**src/rtl/shift_seq.sv**
```systemverilog
// shift_seq: loads a parallel word on a start/busy handshake, drives it MSB
// first onto a downstream shift register's serial input, then captures the
// register's parallel output and flags any difference from the sent word.
module shift_seq #(
  parameter int WIDTH = 4,
  parameter int GAP   = 1
) (
  input  logic             ck,
  input  logic             res,
  input  logic             start,
  input  logic [WIDTH-1:0] din,
  output logic             si,
  output logic             sen,
  input  logic [WIDTH-1:0] q_in,
  output logic             busy,
  output logic             done,
  output logic [WIDTH-1:0] word,
  output logic             err
);

  localparam int CW = (WIDTH > 1) ? $clog2(WIDTH) : 1;
  localparam int GW = (GAP > 1) ? $clog2(GAP) : 1;

  typedef enum logic [1:0] {
    ST_IDLE,
    ST_SHIFT,
    ST_CHECK,
    ST_GAP
  } state_t;

  state_t           state_q, state_d;
  logic [WIDTH-1:0] sh_q, sh_d;
  logic [WIDTH-1:0] exp_q, exp_d;
  logic [CW-1:0]    cnt_q, cnt_d;
  logic [GW-1:0]    gap_q, gap_d;
  logic [WIDTH-1:0] word_q, word_d;
  logic             done_q, done_d;
  logic             err_q, err_d;

  // Next-state and datapath updates for the shift / check / gap sequence.
  always_comb begin
    // NOTE: every signal gets a default before the case so no path leaves
    // one unassigned; that is what keeps this block from inferring latches.
    state_d = state_q;
    sh_d    = sh_q;
    exp_d   = exp_q;
    cnt_d   = cnt_q;
    gap_d   = gap_q;
    word_d  = word_q;
    done_d  = 1'b0;
    err_d   = err_q;

    unique case (state_q)
      ST_IDLE: begin
        if (start) begin
          sh_d    = din;
          exp_d   = din;
          cnt_d   = '0;
          state_d = ST_SHIFT;
        end
      end
      ST_SHIFT: begin
        sh_d  = {sh_q[WIDTH-2:0], 1'b0};
        cnt_d = cnt_q + CW'(1);
        if (cnt_q == CW'(WIDTH - 1)) begin
          state_d = ST_CHECK;
        end
      end
      ST_CHECK: begin
        // The downstream register has taken its last bit; q_in is the word.
        word_d = q_in;
        done_d = 1'b1;
        err_d  = err_q | (q_in != exp_q);
        gap_d  = '0;
        state_d = (GAP > 0) ? ST_GAP : ST_IDLE;
      end
      ST_GAP: begin
        gap_d = gap_q + GW'(1);
        if (gap_q == GW'(GAP - 1)) begin
          state_d = ST_IDLE;
        end
      end
      default: state_d = ST_IDLE;
    endcase
  end

  // Outputs decoded from registered state only, so they are stable all cycle.
  always_comb begin
    sen  = (state_q == ST_SHIFT);
    si   = (state_q == ST_SHIFT) ? sh_q[WIDTH-1] : 1'b0;
    busy = (state_q != ST_IDLE);
    done = done_q;
    word = word_q;
    err  = err_q;
  end

  // State register with synchronous reset that overrides any pending start.
  always_ff @(posedge ck) begin
    // NOTE: non-blocking assignments so every flop samples pre-edge values.
    if (res) begin
      state_q <= ST_IDLE;
      sh_q    <= '0;
      exp_q   <= '0;
      cnt_q   <= '0;
      gap_q   <= '0;
      word_q  <= '0;
      done_q  <= 1'b0;
      err_q   <= 1'b0;
    end else begin
      state_q <= state_d;
      sh_q    <= sh_d;
      exp_q   <= exp_d;
      cnt_q   <= cnt_d;
      gap_q   <= gap_d;
      word_q  <= word_d;
      done_q  <= done_d;
      err_q   <= err_d;
    end
  end

endmodule
```
**config.mk**
```make
export PLATFORM = sky130hd
export DESIGN_NAME = shift_seq
export DESIGN_NICKNAME = d
export VERILOG_FILES = /design/src/rtl/shift_seq.sv
export SDC_FILE = /design/constraint.sdc
export NUM_CORES = 1
export LEC_CHECK = 0
export CELL_PAD_IN_SITES_DETAIL_PLACEMENT = 0
export CELL_PAD_IN_SITES_GLOBAL_PLACEMENT = 1
export CORE_MARGIN = 1.5
export CORE_UTILIZATION = 39
export DETAILED_ROUTE_END_ITERATION = 6
export PLACE_DENSITY_LB_ADDON = 0.1
export REMOVE_ABC_BUFFERS = 1
export SYNTH_ARGS = -nofsm -noshare
export SYNTH_HDL_FRONTEND = slang
export SYNTH_SLANG_ARGS = --single-unit
```
**constraint.sdc**
```tcl
create_clock -name ck -period 3 [get_ports ck]
set_clock_uncertainty 0.05 [all_clocks]
set_input_delay 0.6 -clock ck [delete_from_list [all_inputs] [get_ports ck]]
set_output_delay 0.6 -clock ck [all_outputs]
set_load 0.05 [all_outputs]
```
==> metrics.txt <==
htree depth 1; number of routed nets with antenna violations 0; power density of the placed cells 901 mW/mm2; number of nets in the final layout 130; Final Setup Violations 0; result of the run finished clean; largest area contributor in the netlist sky130_fd_sc_hd__dfxtp_1; total leakage power 0.427 nW; Cell variety after synth 25; crit start category flip-flop; total routing resource utilization after global routing 14.1%; share of the core filled with cells in the final layout 51.0%; number of buffers on the longest clock path 2; die area 0.00256 mm2; antenna violations before repair 0; Max Fclk 0.377 GHz; CTS Root Buffer Type sky130_fd_sc_hd__clkbuf_4; type of the tightest min-delay check reg -> reg; antenna cells 0; worst path arrival time 2000 ps; Final Hold Viols 0; Peak supply drop 0.000436 V; TritonCTS clock tree built; list of cells traversed by the critical path inv_1, ha_1, inv_1, clkdlybuf4s50_1; worst-case headroom to the max-slew limit 52.9%; starting utilization of the core area 40.7%; total CTS buffers 3; Hold Buf Count CTS 0; synthesized instance count 95; source-to-sink clock delay at the later pin of the worst-skew pair 280 ps; mean area per synthesized cell 9.29 um2; CP Class reg -> out; wire length of the first global-routing pass 2.68 mm; biggest cell delay along the critical path 800 ps; CP required 2350 ps; clock tree sinks 19; post-DR wirelength/cell 11.0 um; CTS clk-pin slew, worst paths 100 ps; proportion of synthesized chip area in sequential cells 43.1%; Filler Cell Count 209; DR vias/cell 4.88; Die Span X 50.6 um; final max-slew violation count 0; total negative setup slack 0 ps; share of layout cells above drive strength 1 4.42%; slack of the critical path 350 ps; via count of the first global-routing pass 621; Yosys top cell area share 43.1%; most frequent cell on the critical path sky130_fd_sc_hd__inv_1; standard-cell rows 17; growth of design area from synthesis to finish 25.4%; gr ovfl total 0; R2R Setup Slk 1440 ps; first-pass detailed-route iteration total 3; port bufs 19; die height 50.6 um; count of maximum capacitance violations 0; vias after detailed routing 688; RSZ-0062 raised after global routing false; FF+latch count, synth 19; post-CTS setup repair buffer count 0; largest net degree at the start of global routing 20; final critical-path required period 2650 ps; Area contributors post-synth sky130_fd_sc_hd__dfxtp_1 (43%), sky130_fd_sc_hd__mux2i_1 (9.1%), sky130_fd_sc_hd__ha_1 (7.1%); slowest cell on the critical path sky130_fd_sc_hd__clkdlybuf4s50_1; Sequential cell area 380 um2; cell area after synthesis 882 um2; I/O pin count 20; core region area 0.00217 mm2; HPWL Detailed 1.15 mm; worst setup slack before clock tree synthesis 653 ps; routability congestion estimate from global placement 0.717; Final Cycle Share 88.3%; slew at the pin with the worst max-slew slack 705 ps; CTS resizes 0; drt initial violations 6; Worst Setup End Kind output pin; total DRC errors in the routed layout 0; warnings from Yosys 0; WL final 1.55 mm; maximum fanout count along the critical path 10; multi-input logic area 448 um2
## power by group
part           total [mW]  leakage (nW)  switching [mW]  internal [mW]
sequential          0.355         0.155          0.0365          0.319
combinational       0.518         0.256           0.310          0.208
clock               0.123        0.0150          0.0713         0.0516
## metrics by stage
step	power, mW	instances	instance area [um2]	hold WS, ps
after floorplan	0.737	89	847	375
after global placement	0.876	137	1080	384
after detailed placement	0.882	137	1080	387
after CTS	1.01	141	1110	403
after global routing	1.07	141	1110	431
final	0.996	141	1110	398
## registers in the layout (all words and copies together), names as in the netlist
signal and flops:
state_q 2, done 1, cnt_q 2, exp_q 4, err 1, gap_q 1, sh_q 4, word 4
## layer usage
metal / share of wire (%) / global-route usage (%)
met4: 1.1 / 6.76
met5: 0 / 0
met3: 4.3 / 4.17
met2: 45 / 22.8
met1: 50 / 17.1
## cell usage after synthesis
cell type                  count
sky130_fd_sc_hd__xor2_1        4
sky130_fd_sc_hd__nor2b_1       1
sky130_fd_sc_hd__a211oi_1      3
sky130_fd_sc_hd__a31o_1        1
sky130_fd_sc_hd__a21oi_1       9
sky130_fd_sc_hd__nor2_1        9
sky130_fd_sc_hd__nand3_1       4
sky130_fd_sc_hd__buf_1         1
sky130_fd_sc_hd__nand2_1       8
sky130_fd_sc_hd__nand2b_1      2
sky130_fd_sc_hd__nand3b_1      1
sky130_fd_sc_hd__a32oi_1       1
sky130_fd_sc_hd__mux2_4        1
sky130_fd_sc_hd__and2_1        1
sky130_fd_sc_hd__ha_1          5
sky130_fd_sc_hd__a31oi_1       1
sky130_fd_sc_hd__o41ai_1       1
sky130_fd_sc_hd__mux2i_1       8
sky130_fd_sc_hd__buf_2         4
sky130_fd_sc_hd__buf_6         1
sky130_fd_sc_hd__inv_1         5
sky130_fd_sc_hd__dfxtp_1      19
sky130_fd_sc_hd__nor3b_1       2
sky130_fd_sc_hd__nand4_1       1
sky130_fd_sc_hd__nand4b_1      2
## logic make-up (layout without fill, tap and decap cells)
family                   after synthesis  after routing  share of synthesized area, %
flip-flops                            19             19                          43.1
adder cells (fa/ha/maj)                5              5                          7.09
XOR/XNOR                               4              4                          3.97
AO/OA/AOI/OAI                         16             16                          11.3
AND/OR/NAND/NOR                       31             31                          17.6
buffers and inverters                 11             29                          6.10
multiplexers                           9              9                          10.8
## cell usage in the layout (no fill, tap or decap)
cell and n:
sky130_fd_sc_hd__clkbuf_4 3, sky130_fd_sc_hd__and2_1 1, sky130_fd_sc_hd__nand2b_1 2, sky130_fd_sc_hd__nor2b_1 1, sky130_fd_sc_hd__inv_1 5, sky130_fd_sc_hd__clkdlybuf4s50_1 19
sky130_fd_sc_hd__buf_4 1, sky130_fd_sc_hd__ha_1 5, sky130_fd_sc_hd__o41ai_1 1, sky130_fd_sc_hd__a31o_1 1, sky130_fd_sc_hd__a211oi_1 3, sky130_fd_sc_hd__a32oi_1 1
sky130_fd_sc_hd__dfxtp_1 19, sky130_fd_sc_hd__nand4_1 1, sky130_fd_sc_hd__mux2_4 1, sky130_fd_sc_hd__a31oi_1 1, sky130_fd_sc_hd__nor2_1 9, sky130_fd_sc_hd__mux2i_1 8
sky130_fd_sc_hd__nand2_1 8, sky130_fd_sc_hd__a21oi_1 9, sky130_fd_sc_hd__nand3_1 4, sky130_fd_sc_hd__xor2_1 4, sky130_fd_sc_hd__clkbuf_1 1, sky130_fd_sc_hd__nor3b_1 2
sky130_fd_sc_hd__nand3b_1 1, sky130_fd_sc_hd__nand4b_1 2
## critical path: cells and delay by family (launching register included)
kind | cells | cell delay (ps)
buffers and inverters | 3 | 990
flip-flops | 1 | 390
adder cells (fa/ha/maj) | 1 | 330
## area by class of cell
cell class                      instances  share of cell area [%]
Inverter                                5                    1.70
Timing Repair Buffer                   20                    17.9
Sequential cell                        19                    34.4
Clock buffer                            4                    2.38
Tap cell                               28                    3.17
Multi-Input combinational cell         65                    40.5
## final timing paths
check | end | start | cells past startpoint
worst max-delay path | busy | state_q[0]$_SDFFE_PP0P_ | 4
worst min-delay path | err$_SDFFE_PP0P_ | err$_SDFFE_PP0P_ | 2
worst max register to register | sh_q[3]$_SDFFE_PP0P_ | state_q[1]$_SDFFE_PP0P_ | 4
worst min register to register | err$_SDFFE_PP0P_ | err$_SDFFE_PP0P_ | 2
Note: power is estimated with default switching activity, not from simulation.
